$ cat src/rtl/control_unit_if.sv
// Strobe bundle between the hardwired sequencer and the datapath.
// The sequencer owns every strobe; the datapath owns the IR contents.
interface control_unit_if #(
    parameter int IR_W     = 32,
    parameter int ALU_OP_W = 4
);
    logic [IR_W-1:0]     ir;
    logic                gra, grb, grc;
    logic                r_in, r_out, ba_out;
    logic                pc_in, pc_out, inc_pc;
    logic                ir_in, y_in, z_in, z_low_out, c_out;
    logic                mar_in, mdr_in, mdr_out;
    logic                read, write, outport_in;
    logic [ALU_OP_W-1:0] alu_op;
    logic                run, done;

    modport master (
        input  ir,
        output gra, grb, grc, r_in, r_out, ba_out, pc_in, pc_out, inc_pc,
               ir_in, y_in, z_in, z_low_out, c_out, mar_in, mdr_in, mdr_out,
               read, write, outport_in, alu_op, run, done
    );

    modport slave (
        output ir,
        input  gra, grb, grc, r_in, r_out, ba_out, pc_in, pc_out, inc_pc,
               ir_in, y_in, z_in, z_low_out, c_out, mar_in, mdr_in, mdr_out,
               read, write, outport_in, alu_op, run, done
    );
endinterface

$ cat src/rtl/control_unit.sv
// Hardwired fetch/execute sequencer: one step per clock, strobes decoded from the step
// and, during execute, from the IR opcode.
//
// state  | meaning
// S_RST  | reset / first cycle after release, all strobes low, run high
// S_T0   | fetch: PC -> MAR, Z <= PC + 1
// S_T1   | fetch: Z -> PC, memory -> MDR
// S_T2   | fetch: MDR -> IR
// S_T3.. | execute steps, opcode specific; the step asserting done returns to S_T0
// S_T7   |
// S_HALT | stopped, all strobes low, run low, left only through reset_n
module control_unit #(
    parameter int IR_W     = 32,
    parameter int ALU_OP_W = 4
) (
    input logic            clk,
    input logic            reset_n,
    control_unit_if.master cu
);
    typedef enum logic [3:0] {
        S_RST, S_T0, S_T1, S_T2, S_T3, S_T4, S_T5, S_T6, S_T7, S_HALT
    } state_t;

    localparam logic [ALU_OP_W-1:0] ALU_AND = ALU_OP_W'(0);
    localparam logic [ALU_OP_W-1:0] ALU_OR  = ALU_OP_W'(1);
    localparam logic [ALU_OP_W-1:0] ALU_ADD = ALU_OP_W'(2);
    localparam logic [ALU_OP_W-1:0] ALU_SUB = ALU_OP_W'(3);
    localparam logic [ALU_OP_W-1:0] ALU_SHR = ALU_OP_W'(4);
    localparam logic [ALU_OP_W-1:0] ALU_SHL = ALU_OP_W'(5);
    localparam logic [ALU_OP_W-1:0] ALU_ROR = ALU_OP_W'(6);
    localparam logic [ALU_OP_W-1:0] ALU_ROL = ALU_OP_W'(7);

    localparam logic [4:0] OP_LD   = 5'b00000;
    localparam logic [4:0] OP_LDI  = 5'b00001;
    localparam logic [4:0] OP_ST   = 5'b00010;
    localparam logic [4:0] OP_ADD  = 5'b00011;
    localparam logic [4:0] OP_SUB  = 5'b00100;
    localparam logic [4:0] OP_AND  = 5'b00101;
    localparam logic [4:0] OP_OR   = 5'b00110;
    localparam logic [4:0] OP_SHR  = 5'b00111;
    localparam logic [4:0] OP_SHL  = 5'b01000;
    localparam logic [4:0] OP_ROR  = 5'b01001;
    localparam logic [4:0] OP_ROL  = 5'b01010;
    localparam logic [4:0] OP_ADDI = 5'b01011;
    localparam logic [4:0] OP_ANDI = 5'b01100;
    localparam logic [4:0] OP_ORI  = 5'b01101;
    localparam logic [4:0] OP_OUT  = 5'b10111;
    localparam logic [4:0] OP_HALT = 5'b11011;

    state_t              state;
    logic [4:0]          opcode;
    logic [ALU_OP_W-1:0] alu_sel;
    logic                is_imm;
    logic                step_done;
    logic                to_halt;
    logic                unused_ir;

    assign opcode    = cu.ir[IR_W-1 -: 5];
    assign unused_ir = ^cu.ir[IR_W-6:0];
    assign is_imm    = (opcode == OP_ADDI) || (opcode == OP_ANDI) || (opcode == OP_ORI);
    assign cu.done   = step_done;

    always_comb begin
        case (opcode)
            OP_SUB:          alu_sel = ALU_SUB;
            OP_AND, OP_ANDI: alu_sel = ALU_AND;
            OP_OR, OP_ORI:   alu_sel = ALU_OR;
            OP_SHR:          alu_sel = ALU_SHR;
            OP_SHL:          alu_sel = ALU_SHL;
            OP_ROR:          alu_sel = ALU_ROR;
            OP_ROL:          alu_sel = ALU_ROL;
            default:         alu_sel = ALU_ADD;
        endcase
    end

    always_comb begin
        cu.gra = 1'b0;       cu.grb = 1'b0;        cu.grc = 1'b0;
        cu.r_in = 1'b0;      cu.r_out = 1'b0;      cu.ba_out = 1'b0;
        cu.pc_in = 1'b0;     cu.pc_out = 1'b0;     cu.inc_pc = 1'b0;
        cu.ir_in = 1'b0;     cu.y_in = 1'b0;       cu.z_in = 1'b0;
        cu.z_low_out = 1'b0; cu.c_out = 1'b0;      cu.mar_in = 1'b0;
        cu.mdr_in = 1'b0;    cu.mdr_out = 1'b0;    cu.read = 1'b0;
        cu.write = 1'b0;     cu.outport_in = 1'b0;
        cu.alu_op = ALU_ADD;
        cu.run    = 1'b1;
        step_done = 1'b0;
        to_halt   = 1'b0;
        case (state)
            S_RST: cu.alu_op = '0;
            S_HALT: begin
                cu.run    = 1'b0;
                cu.alu_op = '0;
            end
            S_T0: begin
                cu.pc_out = 1'b1; cu.mar_in = 1'b1; cu.inc_pc = 1'b1; cu.z_in = 1'b1;
            end
            S_T1: begin
                cu.z_low_out = 1'b1; cu.pc_in = 1'b1; cu.read = 1'b1; cu.mdr_in = 1'b1;
            end
            S_T2: begin
                cu.mdr_out = 1'b1; cu.ir_in = 1'b1;
            end
            default: begin
                case (opcode)
                    OP_LD, OP_LDI, OP_ST: begin
                        case (state)
                            S_T3: begin cu.grb = 1'b1; cu.ba_out = 1'b1; cu.y_in = 1'b1; end
                            S_T4: begin cu.c_out = 1'b1; cu.z_in = 1'b1; end
                            S_T5: begin
                                cu.z_low_out = 1'b1;
                                if (opcode == OP_LDI) begin
                                    cu.gra = 1'b1; cu.r_in = 1'b1; step_done = 1'b1;
                                end else begin
                                    cu.mar_in = 1'b1;
                                end
                            end
                            S_T6: begin
                                // store places the register on the bus while read stays low
                                if (opcode == OP_LD) begin
                                    cu.read = 1'b1; cu.mdr_in = 1'b1;
                                end else begin
                                    cu.gra = 1'b1; cu.r_out = 1'b1; cu.mdr_in = 1'b1;
                                end
                            end
                            S_T7: begin
                                step_done = 1'b1;
                                if (opcode == OP_LD) begin
                                    cu.mdr_out = 1'b1; cu.gra = 1'b1; cu.r_in = 1'b1;
                                end else begin
                                    cu.write = 1'b1;
                                end
                            end
                            default: ;
                        endcase
                    end
                    OP_ADD, OP_SUB, OP_AND, OP_OR, OP_SHR, OP_SHL, OP_ROR, OP_ROL,
                    OP_ADDI, OP_ANDI, OP_ORI: begin
                        case (state)
                            S_T3: begin cu.grb = 1'b1; cu.r_out = 1'b1; cu.y_in = 1'b1; end
                            S_T4: begin
                                cu.z_in   = 1'b1;
                                cu.alu_op = alu_sel;
                                if (is_imm) cu.c_out = 1'b1;
                                else begin cu.grc = 1'b1; cu.r_out = 1'b1; end
                            end
                            default: begin
                                cu.z_low_out = 1'b1; cu.gra = 1'b1; cu.r_in = 1'b1;
                                step_done = 1'b1;
                            end
                        endcase
                    end
                    OP_OUT: begin
                        cu.gra = 1'b1; cu.r_out = 1'b1; cu.outport_in = 1'b1;
                        step_done = 1'b1;
                    end
                    default: begin
                        step_done = 1'b1;
                        to_halt   = (opcode == OP_HALT);
                    end
                endcase
            end
        endcase
    end

    always_ff @(posedge clk or negedge reset_n) begin
        if (!reset_n) begin
            state <= S_RST;
        end else begin
            case (state)
                S_RST:  state <= S_T0;
                S_T0:   state <= S_T1;
                S_T1:   state <= S_T2;
                S_T2:   state <= S_T3;
                S_T7:   state <= S_T0;
                S_HALT: state <= S_HALT;
                default: begin
                    if (step_done) state <= to_halt ? S_HALT : S_T0;
                    else           state <= state_t'(state + 4'd1);
                end
            endcase
        end
    end
endmodule

$ cat src/flat_wrapper.sv
// flat-port wrapper written by rule: the top's interface ports become plain ports
module control_unit_flat 
#(
    parameter int IR_W     = 32,
    parameter int ALU_OP_W = 4
)
  (clk, reset_n, cu_ir, cu_gra, cu_grb, cu_grc, cu_r_in, cu_r_out, cu_ba_out, cu_pc_in, cu_pc_out, cu_inc_pc, cu_ir_in, cu_y_in, cu_z_in, cu_z_low_out, cu_c_out, cu_mar_in, cu_mdr_in, cu_mdr_out, cu_read, cu_write, cu_outport_in, cu_alu_op, cu_run, cu_done);
  control_unit_if #(.IR_W(IR_W), .ALU_OP_W(ALU_OP_W)) cu_i ();
  input logic clk;
  input logic reset_n;
  input wire logic [$bits(cu_i.ir)-1:0] cu_ir;
  output wire logic [$bits(cu_i.gra)-1:0] cu_gra;
  output wire logic [$bits(cu_i.grb)-1:0] cu_grb;
  output wire logic [$bits(cu_i.grc)-1:0] cu_grc;
  output wire logic [$bits(cu_i.r_in)-1:0] cu_r_in;
  output wire logic [$bits(cu_i.r_out)-1:0] cu_r_out;
  output wire logic [$bits(cu_i.ba_out)-1:0] cu_ba_out;
  output wire logic [$bits(cu_i.pc_in)-1:0] cu_pc_in;
  output wire logic [$bits(cu_i.pc_out)-1:0] cu_pc_out;
  output wire logic [$bits(cu_i.inc_pc)-1:0] cu_inc_pc;
  output wire logic [$bits(cu_i.ir_in)-1:0] cu_ir_in;
  output wire logic [$bits(cu_i.y_in)-1:0] cu_y_in;
  output wire logic [$bits(cu_i.z_in)-1:0] cu_z_in;
  output wire logic [$bits(cu_i.z_low_out)-1:0] cu_z_low_out;
  output wire logic [$bits(cu_i.c_out)-1:0] cu_c_out;
  output wire logic [$bits(cu_i.mar_in)-1:0] cu_mar_in;
  output wire logic [$bits(cu_i.mdr_in)-1:0] cu_mdr_in;
  output wire logic [$bits(cu_i.mdr_out)-1:0] cu_mdr_out;
  output wire logic [$bits(cu_i.read)-1:0] cu_read;
  output wire logic [$bits(cu_i.write)-1:0] cu_write;
  output wire logic [$bits(cu_i.outport_in)-1:0] cu_outport_in;
  output wire logic [$bits(cu_i.alu_op)-1:0] cu_alu_op;
  output wire logic [$bits(cu_i.run)-1:0] cu_run;
  output wire logic [$bits(cu_i.done)-1:0] cu_done;
  assign cu_i.ir = cu_ir;
  assign cu_gra = cu_i.gra;
  assign cu_grb = cu_i.grb;
  assign cu_grc = cu_i.grc;
  assign cu_r_in = cu_i.r_in;
  assign cu_r_out = cu_i.r_out;
  assign cu_ba_out = cu_i.ba_out;
  assign cu_pc_in = cu_i.pc_in;
  assign cu_pc_out = cu_i.pc_out;
  assign cu_inc_pc = cu_i.inc_pc;
  assign cu_ir_in = cu_i.ir_in;
  assign cu_y_in = cu_i.y_in;
  assign cu_z_in = cu_i.z_in;
  assign cu_z_low_out = cu_i.z_low_out;
  assign cu_c_out = cu_i.c_out;
  assign cu_mar_in = cu_i.mar_in;
  assign cu_mdr_in = cu_i.mdr_in;
  assign cu_mdr_out = cu_i.mdr_out;
  assign cu_read = cu_i.read;
  assign cu_write = cu_i.write;
  assign cu_outport_in = cu_i.outport_in;
  assign cu_alu_op = cu_i.alu_op;
  assign cu_run = cu_i.run;
  assign cu_done = cu_i.done;
  control_unit #(.IR_W(IR_W), .ALU_OP_W(ALU_OP_W)) u_core (.clk(clk), .reset_n(reset_n), .cu(cu_i));
endmodule
$ cat config.mk
export PLATFORM = sky130hd
export DESIGN_NAME = control_unit_flat
export DESIGN_NICKNAME = d
export VERILOG_FILES = /design/src/rtl/control_unit_if.sv /design/src/rtl/control_unit.sv /design/src/flat_wrapper.sv
export SDC_FILE = /design/constraint.sdc
export NUM_CORES = 1
export LEC_CHECK = 0
export CAP_MARGIN = 20
export CORE_MARGIN = 2
export CORE_UTILIZATION = 39
export DETAILED_ROUTE_END_ITERATION = 7
export MAX_ROUTING_LAYER = met4
export PLACE_DENSITY = 0.9
export SETUP_SLACK_MARGIN = 0.1
export SYNTH_ARGS = -nofsm -noshare
export SYNTH_HDL_FRONTEND = slang
export SYNTH_SLANG_ARGS = --single-unit
$ cat constraint.sdc
create_clock -name clk -period 3.2 [get_ports clk]
set_clock_uncertainty 0.2 [all_clocks]
set_input_delay 0.32 -clock clk [delete_from_list [all_inputs] [get_ports clk]]
set_output_delay 0.32 -clock clk [all_outputs]
set_load 0.005 [all_outputs]
==> results.cfg <==
[hold_path]
hp-class = in2async

[cells_and_area]
regMostFlops = u_core.state
nets = 193
layout-drive-gt1-share_pct = 13.7
diodes = 0
largest_reg_flops = 4
syn2layout_area_growth_pct = 34.7
largestRegisters = u_core.state: 4 flops

[synthesis]
yosys_warnings = 0
synth_nets = 164
yosys_most_used_dff = dfrtp_1
synth_area_leaders = dfrtp_1 (11%), buf_6 (8.5%), nor2b_1 (6.7%)
synthCells = 126
synth_top_area_cell = dfrtp_1
syn-mean-instance-area_sq_um = 7.38
yosysTopAreaCellShare_pct = 10.8
ys_seq_area_share_pct = 10.8
synth_area_sq_um = 930
synth-edff-count = 0
ys_types = 44
ys_async_sr_fraction_pct = 100
ys_ff_latch = 4

[grt]
grt_max_degree = 19
antenna_found_initial = 0
grt_pass1_wl_um = 4270
first_global_vias = 971
overflow = 0
grt_usage_pct = 20.4

[pwr]
pwr-share-clk_pct = 6.9
max-vdd-ir-drop_mv = 0.357
p_leak_nw = 0.497
p_seq_share_pct = 13.0
combPwrFrac_pct = 80.2
p_sw_w = 0.000418
power_density_mw_per_mm2 = 713
cell_internal_pwr_w = 0.000474
p_sw_share_pct = 46.9

[die]
core_sq_mm = 0.00223
rows = 17
die-area_sq_mm = 0.00279
die_h_um = 52.8
pin_count = 60
die_w_um = 52.8
start_util_pct = 41.6

[cts]
cts_buffers = 3
post-cts-setup-buffers = 0
root_buffer = clkbuf_4
htree_levels = 1
clk_pin_slew_ns = 0.04
holdBufCountCts = 0
clock_latency_ns = 0.23
cts_tree = done
clockBufferDepth = 2
clock_sinks = 4

[detailed_routing]
dr_total_vias = 1069
drc = 0
dr.first_iter.drc_count = 40
first_pass_iters = 4
wl_per_cell_um = 14.3
drt.antenna.violating_nets = 0
wirelength_um = 2590
viasPerCell = 5.91

[worst_setup_path]
path_cells = clkdlybuf4s50_1, buf_4, a31oi_1, nor2b_1, nor3_1, clkdlybuf4s50_1
crit_buf_inv = 3
critPathMaxFanout = 11
arrival_ns = 2.43
rrSetupSlack_ns = 0.97
crit_family = buffers and inverters
cp_slowest_stage_delay_ns = 0.63
path_depth = 6
start_kind = input port
endpoint_kind = output port
rr_endpoint = u_core.state[3]
cp.required_ns = 2.68
r2r_start = u_core.state[1]
crit_top_cell = clkdlybuf4s50_1
path_class = in2out
rr_worst_depth = 6
critical_path.slowest_cell = clkdlybuf4s50_1

[timing]
drv_slew = 0
max_clock_freq_mhz = 339
period_minus_slack_ns = 2.95
tightest_slew_ns = 0.538
finalHoldViolCount = 0
fin_setup_tns_ns = 0
relSlewSlack_pct = 64.0
timing.final.crit_share_pct = 92.1
grt_setup_unrepaired = false
fin_ws_ns = 0.252
finalSetupViolations = 0
whs_ns = 0.0843

[job]
maxCapViolations = 0

[placed_design]
place_hpwl_um = 1950
gp_congestion = 0.958
port_buffers = 31
pre_cts_ws_ns = 0.250

[status]
outcome = completed
[cell usage after synthesis, types with 2 or more instances]
| master | n |
|---|---|
| and3_1 | 2 |
| nor4_1 | 2 |
| a31oi_1 | 5 |
| nand4_1 | 4 |
| and3b_1 | 2 |
| nand3b_1 | 2 |
| a31o_2 | 2 |
| nand2b_1 | 3 |
| buf_4 | 4 |
| a211oi_2 | 2 |
| a21o_1 | 2 |
| inv_1 | 6 |
| nand2_1 | 9 |
| nor2_1 | 10 |
| nand3_1 | 4 |
| a21oi_1 | 7 |
| buf_2 | 2 |
| buf_6 | 7 |
| nor2b_1 | 10 |
| dfrtp_1 | 4 |
| ha_1 | 4 |
| nor3_1 | 4 |
| o21ai_0 | 5 |
| o21ai_1 | 2 |
| a211oi_1 | 3 |
[kinds of logic after synthesis]
logic type               Yosys count  synth area share, %
AO/OA/AOI/OAI                     40                 33.4
XOR/XNOR                           1                0.942
adder cells (fa/ha/maj)            4                 5.38
buffers and inverters             20                 15.6
AND/OR/NAND/NOR                   56                 33.5
other                              1                0.403
flip-flops                         4                 10.8
[worst max path at each step]
stage	startpoint	end	slack (ns)
4_1_cts	u_core.state[1]	cu_write	0.20
3_5_place_dp	cu_ir[28]	cu_gra	0.25
2_1_floorplan	u_core.state[0]	cu_write	1.12
5_1_grt	u_core.state[0]	cu_write	0.09
3_3_place_gp	cu_ir[28]	cu_gra	0.29
6_report	cu_ir[28]	cu_z_in	0.25
[layer usage]
metal	GRT usage, %	wire (um)	vias up	share of wire (%)
li1	-	-	515	-
met3	3.14	156	0	6.0
met1	24.9	1110	500	43
met5	-	0	-	0
met4	7.26	0	0	0
met2	34.0	1320	54	51
[what timing repair did]
item                       4_1_cts  5_1_grt
pin swaps                        0        1
gates resized for setup          1        3
cloned                           0        0
setup endpoints to repair        1        3
[per-stage QoR]
step / instance area, sq um / std cells / utilization [%] / total power (W)
2_1_floorplan: 930 / 126 / - / 0.000507
3_3_place_gp: 1200 / 178 / 53.9 / 0.000757
3_5_place_dp: 1200 / 178 / 53.9 / 0.000778
6_report: 1250 / 181 / 56.1 / 0.000893
5_1_grt: 1250 / 181 / 56.1 / 0.000967
4_1_cts: 1230 / 181 / 55.2 / 0.000851
[cell usage in the layout, fill, tap and decap left out, types with 5 or more instances in the layout]
master and count:
a21oi_1 7, a31oi_1 5, buf_4 7, clkdlybuf4s50_1 31, inv_1 6, nand2_1 9, nor2_1 10, nor2b_1 10
o21ai_0 5
[area by class of cell]
type / instances / area [sq um]
Clock buffer: 3 / 22.5
Multi-Input combinational cell: 102 / 709
Sequential cell: 4 / 100
Inverter: 6 / 22.5
Tap cell: 28 / 35.0
Fill cell: 213 / 981
Timing Repair Buffer: 38 / 363
[power groups by stage]
stage / registers, W / logic [W] / clock network [W]
3_3_place_gp: 0.000111 / 0.000646 / 0
3_5_place_dp: 0.000112 / 0.000666 / 0
4_1_cts: 0.000112 / 0.000675 / 0.0000639
6_report: 0.000116 / 0.000716 / 0.0000613
2_1_floorplan: 0.0000881 / 0.000419 / 0
5_1_grt: 0.000121 / 0.000778 / 0.0000682
No activity file was read; power rests on OpenSTA's default activity.
